===== src/rtl/alarm_buzzer_cntr_pkg.sv =====
// Shared timer package: buzzer state encoding, default timing constants
// and the counter width helper.
package alarm_buzzer_cntr_pkg;

  typedef enum logic [1:0] {
    IDLE = 2'd0,
    ON   = 2'd1,
    OFF  = 2'd2,
    HOLD = 2'd3
  } buz_state_t;

  localparam int DEF_SYS_FREQ   = 100_000_000;
  localparam int DEF_TONE_FREQ  = 2000;
  localparam int DEF_ON_MS      = 200;
  localparam int DEF_OFF_MS     = 200;
  localparam int DEF_TIMEOUT_MS = 30000;

  // Counter width for a counter whose terminal value is term.
  function automatic int cnt_w(input int term);
    return $clog2(term) + 1;
  endfunction

endpackage


===== src/rtl/alarm_buzzer_cntr_tick_gen.sv =====
// Enable-gated prescaler: one-cycle tick every DIV clocks while en is high.
// Dropping en clears the count, so the next enable starts a fresh period.
module tick_gen
  import alarm_buzzer_cntr_pkg::*;
#(
  parameter int DIV = 100_000
) (
  input  logic clk,
  input  logic reset_p,
  input  logic en,
  output logic tick
);

  localparam int W = cnt_w(DIV);
  localparam logic [W-1:0] LAST = W'(DIV - 1);

  logic [W-1:0] cnt;

  assign tick = en && (cnt == LAST);

  // Free-run while enabled, wrap on tick, hold at zero while disabled.
  always_ff @(posedge clk or posedge reset_p) begin
    if (reset_p)           cnt <= '0;
    else if (!en || tick)  cnt <= '0;
    else                   cnt <= cnt + W'(1);
  end

endmodule


===== src/rtl/alarm_buzzer_cntr.sv =====
// Alarm buzzer: beeps a square tone in ON/OFF bursts while alarm is high,
// until silenced, timed out, or the alarm is withdrawn.
module alarm_buzzer_cntr
  import alarm_buzzer_cntr_pkg::*;
#(
  parameter int SYS_FREQ   = DEF_SYS_FREQ,
  parameter int TONE_FREQ  = DEF_TONE_FREQ,
  parameter int ON_MS      = DEF_ON_MS,
  parameter int OFF_MS     = DEF_OFF_MS,
  parameter int TIMEOUT_MS = DEF_TIMEOUT_MS
) (
  input  logic clk,
  input  logic reset_p,
  input  logic alarm,
  input  logic silence,
  output logic buz,
  output logic beeping
);

  localparam int HALF   = SYS_FREQ / (2 * TONE_FREQ);
  localparam int MS_DIV = SYS_FREQ / 1000;
  localparam int PH_MAX = (ON_MS > OFF_MS) ? ON_MS : OFF_MS;
  localparam int TW     = cnt_w(HALF);
  localparam int PW     = cnt_w(PH_MAX);
  localparam int OW     = cnt_w(TIMEOUT_MS);

  localparam logic [TW-1:0] TONE_LAST = TW'(HALF - 1);
  localparam logic [PW-1:0] ON_LAST   = PW'(ON_MS - 1);
  localparam logic [PW-1:0] OFF_LAST  = PW'(OFF_MS - 1);
  localparam logic [OW-1:0] TO_LAST   = OW'(TIMEOUT_MS - 1);

  buz_state_t state, nxt;
  logic [TW-1:0] tone;
  logic [PW-1:0] phase;
  logic [OW-1:0] to_cnt;
  logic          active, tick, timeout, phase_done, stay_active;

  assign active      = (state == ON) || (state == OFF);
  assign timeout     = tick && (to_cnt == TO_LAST);
  assign phase_done  = tick && (phase == ((state == ON) ? ON_LAST : OFF_LAST));
  assign stay_active = (nxt == ON) || (nxt == OFF);

  // Millisecond prescaler only runs while the pattern is active.
  tick_gen #(.DIV(MS_DIV)) u_tick (
    .clk     (clk),
    .reset_p (reset_p),
    .en      (active),
    .tick    (tick)
  );

  // Next-state: alarm drop beats silence beats timeout beats phase expiry.
  always_comb begin
    nxt = state;
    unique case (state)
      IDLE: if (alarm) nxt = ON;
      ON, OFF: begin
        if (!alarm)          nxt = IDLE;
        else if (silence)    nxt = HOLD;
        else if (timeout)    nxt = HOLD;
        else if (phase_done) nxt = (state == ON) ? OFF : ON;
      end
      HOLD: if (!alarm) nxt = IDLE;
      default: nxt = IDLE;
    endcase
  end

  // State register; beeping follows the state on the same edge.
  always_ff @(posedge clk or posedge reset_p) begin
    if (reset_p) begin
      state   <= IDLE;
      beeping <= 1'b0;
    end else begin
      state   <= nxt;
      beeping <= stay_active;
    end
  end

  // Tone, phase and timeout counters plus the registered buzzer drive.
  always_ff @(posedge clk or posedge reset_p) begin
    if (reset_p) begin
      tone   <= '0;
      phase  <= '0;
      to_cnt <= '0;
      buz    <= 1'b0;
    end else begin
      // Tone restarts high on every ON entry and toggles every HALF clocks.
      if (nxt == ON && state == ON) begin
        tone <= (tone == TONE_LAST) ? '0 : tone + TW'(1);
        if (tone == TONE_LAST) buz <= ~buz;
      end else begin
        tone <= '0;
        buz  <= (nxt == ON);
      end
      // Phase counts ticks within one ON or OFF burst.
      if (active && nxt == state) phase <= tick ? phase + PW'(1) : phase;
      else                        phase <= '0;
      // Timeout spans every ON/OFF burst of one alarm.
      if (active && stay_active)  to_cnt <= tick ? to_cnt + OW'(1) : to_cnt;
      else                        to_cnt <= '0;
    end
  end

endmodule


===== config.mk =====
export PLATFORM = sky130hd
export DESIGN_NAME = alarm_buzzer_cntr
export DESIGN_NICKNAME = d
export VERILOG_FILES = /design/src/rtl/alarm_buzzer_cntr_pkg.sv /design/src/rtl/alarm_buzzer_cntr_tick_gen.sv /design/src/rtl/alarm_buzzer_cntr.sv
export SDC_FILE = /design/constraint.sdc
export NUM_CORES = 1
export LEC_CHECK = 0
export ABC_CLOCK_PERIOD_IN_PS = 3900
export CAP_MARGIN = 10
export CELL_PAD_IN_SITES_DETAIL_PLACEMENT = 1
export CELL_PAD_IN_SITES_GLOBAL_PLACEMENT = 2
export CORE_MARGIN = 3
export CORE_UTILIZATION = 35
export DETAILED_ROUTE_END_ITERATION = 8
export PLACE_DENSITY = 0.67
export SLEW_MARGIN = 30
export SYNTH_ARGS = -nofsm -noshare
export SYNTH_HDL_FRONTEND = slang
export SYNTH_SLANG_ARGS = --single-unit

===== constraint.sdc =====
create_clock -name clk -period 3.9 [get_ports clk]
set_input_delay 0.78 -clock clk [delete_from_list [all_inputs] [get_ports clk]]
set_output_delay 0.78 -clock clk [all_outputs]
set_load 0.05 [all_outputs]

==> Yosys cells after proc, flatten, opt, wreduce, memory -nomap -nowiden <==
Index checks and enable logic that the tools add are counted.
{ "totals": {"reg_bits": 63, "input_bits": 4, "word_cells": 54} }
{ "classes": {"n_addsub": 4, "n_eq_ne": 13, "muxes": 17, "bitwise": 1, "n_reduce_logical": 12} }
{ "ops": {"columns": ["cell", "count"], "rows": [
  ["16-bit two-way mux", 4],
  ["16-bit by 1-bit adder with 16-bit output, second input constant", 2],
  ["16-bit by 15-bit equality test with 1-bit output, second input constant", 2],
  ["18-bit by 1-bit adder with 18-bit output, second input constant", 1],
  ["18-bit by 17-bit equality test with 1-bit output, second input constant", 1],
  ["18-bit two-way mux", 1],
  ["9-bit two-way mux", 2],
  ["2-bit two-way mux", 7],
  ["9-bit by 1-bit adder with 9-bit output, second input constant", 1],
  ["9-bit by 8-bit equality test with 1-bit output, second input constant", 1],
  ["2-bit equality test, second input constant", 3],
  ["1-bit logical AND", 6],
  ["2-bit case mux with 3 select lines", 1],
  ["2-bit by 1-bit equality test with 1-bit output, second input constant", 2],
  ["2-bit != test, second input constant", 2],
  ["1-bit logical OR", 3],
  ["2-bit equality test", 1],
  ["2-bit zero test", 1],
  ["1-bit two-way mux", 2],
  ["2-bit by 1-bit != test with 1-bit output, second input constant", 1],
  ["2-bit OR reduction", 1],
  ["1-bit zero test", 1],
  ["1-bit inverter", 1]
]} }

==> Logic depth before layout (Yosys ltp) <==
Gate-level depths: netlist (run 1).
{ "depth": {"depth_word": 13, "depth_mapped": 16, "ltp_nobuf": 15} }

==> Modules after synthesis <==
From an unflattened synthesis (run 1), not the netlist that was laid out.
{ "unflattened": {"hier_cells": 344, "area_unflattened_um2": 3415.8} }
{ "modules_own_cells": {"columns": ["mod", "n_inst", "cells_per_inst", "area_per_inst_um2"], "rows": [
  ["alarm_buzzer_cntr", 1, 250, 2468.6],
  ["tick_gen", 1, 94, 947.2]
]} }

==> Worst setup path before layout (run 1) <==
Ideal clock, no wire load.
{ "synth_path": {"path_kind": "register to register", "start": "reg state[1]", "end": "reg to_cnt[10]", "setup_time_ns": 0.079, "arrival_time_ns": 3.237, "required_ns": 3.821, "path_slack_ns": 0.584, "path_stages_with_launch": 16, "path_buffers": 1, "synth_period_minus_slack_ns": 3.316, "cell_sequence": "dfrtp_1 -> inv_1 -> ha_1 -> clkbuf_1 -> nand2b_1 -> or2_2 -> nor4_4 -> o21a_2 -> o21ai_0 -> ha_1 -> inv_1 -> nand2_1 -> a21o_2 -> nand3_2 -> or3_1 -> a21oi_1"} }
{ "synth_between": {"elab_chain_len": 13, "elab_cells_between_ends": 23, "classes_between": "eq/ne: 6; mux: 9; reduce/logical: 8"} }
{ "synth_lines": {"columns": ["element", "line_no", "text"], "rows": [
  ["from (decl)", "alarm_buzzer_cntr.sv:32", "buz_state_t state, nxt;"],
  ["from (signal assigned)", "alarm_buzzer_cntr.sv:73", "state <= nxt;"],
  ["2-bit by 1-bit equality test with 1-bit output or 2-bit equality test (tied branches)", "alarm_buzzer_cntr.sv:38, alarm_buzzer_cntr.sv:54, alarm_buzzer_cntr.sv:60", null],
  ["1-bit logical OR", "alarm_buzzer_cntr.sv:38", "assign active = (state == ON) || (state == OFF);"],
  ["1-bit logical AND", "alarm_buzzer_cntr_tick_gen.sv:19", "assign tick = en && (cnt == LAST);"],
  ["1-bit logical AND", "alarm_buzzer_cntr.sv:40", "assign phase_done = tick && (phase == ((state == ON) ? ON_LAST : OFF_LAST));"],
  ["2-bit two-way mux", "alarm_buzzer_cntr.sv:60", "else if (phase_done) nxt = (state == ON) ? OFF : ON;"],
  ["2-bit two-way mux", "alarm_buzzer_cntr.sv:59", "else if (timeout) nxt = HOLD;"],
  ["2-bit two-way mux", "alarm_buzzer_cntr.sv:58", "else if (silence) nxt = HOLD;"],
  ["2-bit two-way mux", "alarm_buzzer_cntr.sv:57", "if (!alarm) nxt = IDLE;"],
  ["2-bit case mux with 3 select lines *", "alarm_buzzer_cntr.sv:54", "unique case (state)"],
  ["net nxt[0]", "alarm_buzzer_cntr.sv:32", null],
  ["2-bit by 1-bit equality test with 1-bit output or 2-bit equality test (tied branches)", "alarm_buzzer_cntr.sv:41", "assign stay_active = (nxt == ON) || (nxt == OFF);"],
  ["1-bit logical OR *", "alarm_buzzer_cntr.sv:41", null],
  ["net stay_active", "alarm_buzzer_cntr.sv:36", "logic active, tick, timeout, phase_done, stay_active;"],
  ["1-bit logical AND *", "alarm_buzzer_cntr.sv:98", "if (active && stay_active) to_cnt <= tick ? to_cnt + OW'(1) : to_cnt;"],
  ["2-bit != test (no source line) or 16-bit two-way mux (tied branches)", null, null],
  ["to (signal assigned)", "alarm_buzzer_cntr.sv:98", null],
  ["to (decl)", "alarm_buzzer_cntr.sv:35", "logic [OW-1:0] to_cnt;"]
]} }
Mark *: on every way through the listed nets, which the timed path passes. The rest lies on a longest branch.
A chain may end at the register's enable or synchronous reset.

==> Worst setup path in the final report (run 1) <==
Ends and elaborated chain as after synthesis.

==> results of run 1 <==
-- kinds of logic after synthesis --
group | after synthesis
AOI/OAI and AO/OA | 26
xor gates and xnor gates | 52
adders and majority gates | 8
buffers and inverters | 21
DFF | 63
muxes | 2
and+or+nand+nor | 176
-- final cells by class --
class | instances | area share
Timing Repair Buffer | 9 | 0.02128
Inverter | 11 | 0.01097
Sequential cell | 63 | 0.4190
Multi-Input combinational cell | 264 | 0.4656
Tap cell | 129 | 0.04290
Clock buffer | 11 | 0.03758
Clock inverter | 2 | 0.002660
-- synthesized netlist by cell type (all sizes together) (6+ instances only) --
cell type and n:
a21oi 8, and3 13, and4 8, clkbuf 6
dfrtp 63, ha 8, inv 11, nand2 18
nand3 20, nand4 14, nor2 64, nor3 8
nor4 7, xnor2 22, xor2 30
-- sequential cells by signal, indices dropped and copies added, names as in the netlist --
| register | count |
|---|---|
| u_tick.cnt | 18 |
| to_cnt | 16 |
| tone | 16 |
| phase | 9 |
| state | 2 |
| beeping | 1 |
| buz | 1 |
-- worst max-delay path by stage --
stage,end,cells after the start,start,slack (ns)
after floorplan,to_cnt[10],15,state[1],0.58
after global placement,to_cnt[14],14,state[1],0.53
after detailed placement,to_cnt[10],14,state[0],0.44
after CTS,to_cnt[10],14,state[1],0.42
after global routing,to_cnt[10],15,state[0],0.12
final,to_cnt[10],14,state[1],0.42
-- layout by cell type (no fill, tap or decap), types with 10 or more instances in the layout --
master    instances
nor2_1           63
inv_1            10
dfrtp_1          63
xor2_1           30
nand4_1          14
nand3_1          18
and3_1           13
xnor2_1          22
nand2_1          17
clkbuf_8         10
-- per-stage QoR --
stage	power [mW]	std cells
CTS	1.901	489
global placement	1.409	476
global route	1.999	489
detailed placement	1.412	476
floorplan	1.213	348
finish	1.858	489
-- routing by layer --
metal / part of all wire / up-vias
met5: 0 / -
met3: 0.020 / 11
met4: 0.019 / 0
met2: 0.46 / 11
li1: - / 1218
met1: 0.50 / 1219
-- critical path, cell delays in order, from the launching register on --
cell	delay [ns]
dfrtp_1	0.44
inv_1	0.12
ha_1	0.47
nand2b_1	0.14
or2_2	0.36
nor4_4	0.30
o21a_2	0.20
o21ai_0	0.13
ha_1	0.30
inv_1	0.04
nand2_1	0.08
a21o_2	0.17
nand3_2	0.13
or3_1	0.37
a21oi_1	0.14
-- power groups by stage --
stage / clock, mW / combinational, mW / sequential (mW)
final: 0.473 / 0.644 / 0.741
after global routing: 0.527 / 0.723 / 0.748
after CTS: 0.498 / 0.663 / 0.740
after detailed placement: 0 / 0.660 / 0.752
after global placement: 0 / 0.659 / 0.750
after floorplan: 0 / 0.437 / 0.776
==> impl_metrics.env, run 1 <==
export IMPL_drt_total_wl_um=7370
export IMPL_drtAntennaViolNets=0
export IMPL_fin_util=0.4015
export IMPL_num_vias=2459
export IMPL_min_path_cells=1
export IMPL_critPathCaptureType="flop"
export IMPL_floorplan_initialDensity=0.3648
export IMPL_synth_top_area_share=0.4612
export IMPL_cts_hold_buf=0
export IMPL_arrival_ns=3.74
export IMPL_required_ns=4.16
export IMPL_fmax_mhz=287.4
export IMPL_cts_buffers_inserted=9
export IMPL_n_antenna_cell=0
export IMPL_finalSetupTns_ns=0
export IMPL_dr_pass1_iters=4
export IMPL_synthMuxAreaShare=0.005857
export IMPL_syn_area_mm2=0.003418
export IMPL_worst_pin_slew_ns=0.6584
export IMPL_drive_above_1_share=0.09722
export IMPL_clock_sinks=63
export IMPL_period_minus_slack_ns=3.480
export IMPL_yosys_warnings=0
export IMPL_grt_util_met3=0.02779
export IMPL_use_met2=0.2365
export IMPL_slew_limit_headroom=0.5598
export IMPL_combPwrFrac=0.347
export IMPL_critPathKind="reg -> reg"
export IMPL_ys_flop_type="dfrtp_1"
export IMPL_synth_compound_area_frac=0.05893
export IMPL_synth_xor_area_frac=0.1332
export IMPL_switching_power_mw=0.7348
export IMPL_dieWidth_um=104.8
export IMPL_setup_slack_ns=0.4200
export IMPL_cts_root_buf="clkbuf_8"
export IMPL_skew_ns=0.008876
export IMPL_ys_seq_elements=63
export IMPL_synth_top_family_by_area="simple AND/OR/NAND/NOR gates"
export IMPL_hold_viol_final=0
export IMPL_finalCritPeriodShare=0.8923
export IMPL_dp_hpwl_um=5195
export IMPL_dieArea_mm2=0.01099
export IMPL_drv_cap=0
export IMPL_placementRows=35
export IMPL_hold_start="tone[0]"
export IMPL_grt_first_pass_wirelength_um=12870
export IMPL_cts_clk_slew_worst_paths_ns=0.06
export IMPL_vias_per_cell=5.029
export IMPL_grt_max_degree=29
export IMPL_core_area_mm2=0.009371
export IMPL_peakVddDrop_v=0.0002434
export IMPL_setup_viol=0
export IMPL_reg2reg_slack_ns=0.42
export IMPL_syn_inst=348
export IMPL_p_sw_frac=0.3955
export IMPL_nFillCells=1098
export IMPL_drt_iter0_markers=47
export IMPL_num_io_pins=6
export IMPL_pwr_share_clk=0.254
export IMPL_synthSimpleGateAreaFrac=0.2851
export IMPL_seq_area_mm2=0.001577
export IMPL_cp_max_fo=8
export IMPL_yosysSeqAreaShare=0.4612
export IMPL_wl_per_cell_um=15.07
export IMPL_r2r_start="state[1]"
export IMPL_multi_input_area_mm2=0.001752
export IMPL_portBuffers=5
export IMPL_hold_class="reg -> reg"
export IMPL_grt_busiest_layer="met2"
export IMPL_min_to="tone[0]"
export IMPL_p_per_area_mw_per_mm2=493.8
export IMPL_antenna_found_initial=0
export IMPL_rsz0062_at_grt="no"
export IMPL_design_area_mm2=0.003762
export IMPL_cts_setup_buffers=0
export IMPL_syn_num_nets=360
export IMPL_final_nets=370
export IMPL_area_growth_pct=10.07
export IMPL_status="finished, final reports clean"
export IMPL_synthAdderAreaFrac=0.02928
export IMPL_cts_tree="done"
export IMPL_htreeDepth=3
export IMPL_seq_power_share=0.399
export IMPL_drcViolationCount=0
export IMPL_place_area_mm2=0.003611
export IMPL_cellInternalPower_mw=1.123
export IMPL_die_h_um=104.8
export IMPL_place_worst_setup_slack_ns=0.4413
export IMPL_track_usage=0.1460
export IMPL_cts_max_path_buffers=2
export IMPL_hold_slack_ns=0.4556
export IMPL_rr_worst_depth=14
export IMPL_p_leak_nw=1.569
export IMPL_clock_latency_ns=0.33
export IMPL_synthArstFlopShare=1.000
export IMPL_r2r_end="to_cnt[10]"
export IMPL_grt_overflow=0
export IMPL_cts_resized=0
export IMPL_grt_pass1_vias=2624
export IMPL_yosys_area_top_type="dfrtp_1"
export IMPL_grtUsageMet1=0.1896
export IMPL_slew_violations=0
export IMPL_postSynthAreaPerCell_um2=9.823
export IMPL_ys_types=51
export IMPL_gp_congestion=0.7719
export IMPL_synth_edf_count=0
export IMPL_start_kind="flop"
export IMPL_yosys_top_cells_area="dfrtp_1 46%, xor2_1 7.7%, nor2_1 6.9%"
Note: power is estimated with default switching activity, not from simulation.
==> run 2, diff against run 1 <==
--- a/constraint.sdc
+++ b/constraint.sdc
@@ -3,2 +3,2 @@
 set_output_delay 0.78 -clock clk [all_outputs]
-set_load 0.05 [all_outputs]
+set_load 0.02 [all_outputs]
==> results of run 2 <==
The final DEF is identical to that of run 1. Status: finished, final reports clean.
Among the figures that moved: total power 1.858 mW -> 1.835 mW
==> run 3, diff against run 2 <==
Settings changed: CTS_BUF_LIST from default to sky130_fd_sc_hd__clkbuf_4 sky130_fd_sc_hd__clkbuf_8 sky130_fd_sc_hd__clkbuf_16.
==> run 3 against run 2 <==
Sequential power is essentially flat. Critical path depth is the same. Die area is the same. Via count is essentially flat. Cell area is essentially flat. Worst setup slack is essentially flat. Worst hold slack is the same. Core utilization is essentially flat. Sequential share of layout area is essentially flat. Clock power grew 1%. Wire length is essentially flat. Largest power group unchanged.
==> impl_metrics.env, run 3 (synthesized netlist as in run 1, its figures left out) <==
export IMPL_hold_viol_final=0
export IMPL_gp_congestion=0.7719
export IMPL_dieArea_mm2=0.01099
export IMPL_critical_path_max_stage_delay_ns=0.47
export IMPL_antenna_found_initial=0
export IMPL_die_h_um=104.8
export IMPL_drt_iter0_markers=48
export IMPL_cp_endpoint="to_cnt[10]"
export IMPL_reg_top3="u_tick.cnt x18, to_cnt x16, tone x16"
export IMPL_htreeDepth=3
export IMPL_clock_latency_ns=0.33
export IMPL_drv_cap=0
export IMPL_period_minus_slack_ns=3.480
export IMPL_finalSetupTns_ns=0
export IMPL_crit_path_top_delay_cell="ha_1"
export IMPL_track_usage=0.1460
export IMPL_cts_buffers_inserted=9
export IMPL_grt_first_pass_wirelength_um=12870
export IMPL_drtAntennaViolNets=0
export IMPL_cts_tree="done"
export IMPL_cts_setup_buffers=0
export IMPL_dieWidth_um=104.8
export IMPL_largest_register="u_tick.cnt"
export IMPL_p_leak_nw=1.573
export IMPL_slew_violations=0
export IMPL_dp_hpwl_um=5195
export IMPL_reg2reg_slack_ns=0.42
export IMPL_cts_resized=0
export IMPL_nFillCells=1097
export IMPL_vias_per_cell=5.027
export IMPL_grt_pass1_vias=2624
export IMPL_setup_viol=0
export IMPL_critPathLaunch="state[1]"
export IMPL_num_io_pins=6
export IMPL_critPathCaptureType="flop"
export IMPL_largest_register_ff_count=18
export IMPL_critPathKind="reg -> reg"
export IMPL_wl_per_cell_um=15.08
export IMPL_rr_worst_depth=14
export IMPL_core_area_mm2=0.009371
export IMPL_skew_ns=0.008876
export IMPL_dr_pass1_iters=4
export IMPL_place_area_mm2=0.003611
export IMPL_portBuffers=5
export IMPL_layout_common_cells="63 x nor2_1, 63 x dfrtp_1, 30 x xor2_1"
export IMPL_rsz0062_at_grt="no"
export IMPL_required_ns=4.16
export IMPL_cts_max_path_buffers=2
export IMPL_arrival_ns=3.74
export IMPL_cts_root_buf="clkbuf_8"
export IMPL_grt_overflow=0
export IMPL_r2r_start="state[1]"
export IMPL_drcViolationCount=0
export IMPL_design_area_mm2=0.003766
export IMPL_p_per_area_mw_per_mm2=489.3
export IMPL_slew_limit_headroom=0.5598
export IMPL_floorplan_initialDensity=0.3648
export IMPL_drive_above_1_share=0.1000
export IMPL_cts_clk_slew_worst_paths_ns=0.06
export IMPL_final_nets=370
export IMPL_r2r_end="to_cnt[10]"
export IMPL_hold_class="reg -> reg"
export IMPL_drt_total_wl_um=7374
export IMPL_n_antenna_cell=0
export IMPL_cp_max_fo=8
export IMPL_worst_pin_slew_ns=0.6584
export IMPL_clock_sinks=63
export IMPL_fmax_mhz=287.4
export IMPL_status="finished, final reports clean"
export IMPL_seq_area_mm2=0.001577
export IMPL_grt_max_degree=29
export IMPL_area_growth_pct=10.18
export IMPL_start_kind="flop"
export IMPL_placementRows=35
export IMPL_crit_chain="inv_1 -> ha_1 -> nand2b_1 -> or2_2 -> nor4_4 -> o21a_2 -> o21ai_0 -> ha_1 -> inv_1 -> nand2_1 -> a21o_2 -> nand3_2 -> or3_1 -> a21oi_1"
export IMPL_peakVddDrop_v=0.0002461
export IMPL_finalCritPeriodShare=0.8922
export IMPL_num_vias=2458
export IMPL_multi_input_area_mm2=0.001752
export IMPL_cts_hold_buf=0
[run 3: routing by layer]
layer	track usage	wire length (um)	up-vias
met5	0	0	-
met4	0.06467	140	0
met3	0.02779	146	11
met2	0.2365	3407	11
met1	0.1896	3679	1218
li1	-	-	1218
[run 3: how the worst min path moves through the flow]
| stage | from | endpoint | cells past startpoint |
|---|---|---|---|
| 2_1_floorplan | tone[0] | tone[0] | 1 |
| 6_report | tone[0] | tone[0] | 1 |
| 5_1_grt | tone[0] | tone[0] | 1 |
| 3_5_place_dp | tone[0] | tone[0] | 1 |
| 3_3_place_gp | tone[0] | tone[0] | 1 |
| 4_1_cts | tone[0] | tone[0] | 1 |
[run 3: area by class of cell]
type,count,area share
Timing Repair Buffer,9,0.02126
Clock buffer,11,0.03854
Clock inverter,2,0.002658
Sequential cell,63,0.4186
Multi-Input combinational cell,264,0.4651
Inverter,11,0.01096
Tap cell,129,0.04286
[run 3: stage by stage]
stage / power, mW / util / hold WS [ns] / std cells / setup WS (ns)
2_1_floorplan: 1.190 / - / 0.4251 / 348 / 0.5836
3_3_place_gp: 1.386 / 0.3853 / 0.4504 / 476 / 0.5316
3_5_place_dp: 1.389 / 0.3853 / 0.4514 / 476 / 0.4413
4_1_cts: 1.885 / 0.4019 / 0.4599 / 489 / 0.4233
5_1_grt: 1.983 / 0.4019 / 0.4868 / 489 / 0.1201
6_report: 1.843 / 0.4019 / 0.4556 / 489 / 0.4204
[run 3: worst max-delay path: cells and delay by family (launching register included)]
family | cells | cell delay (ns)
adder cells (fa/ha/maj) | 2 | 0.77
flip-flops | 1 | 0.44
buffers and inverters | 2 | 0.16
AO/OA/AOI/OAI | 4 | 0.64
AND/OR/NAND/NOR | 6 | 1.38
[run 3: power by group]
part | switching (mW) | internal, mW | total (mW)
registers | 0.0448 | 0.696 | 0.741
clock network | 0.237 | 0.242 | 0.480
logic | 0.431 | 0.192 | 0.622
total | 0.713 | 1.13 | 1.84
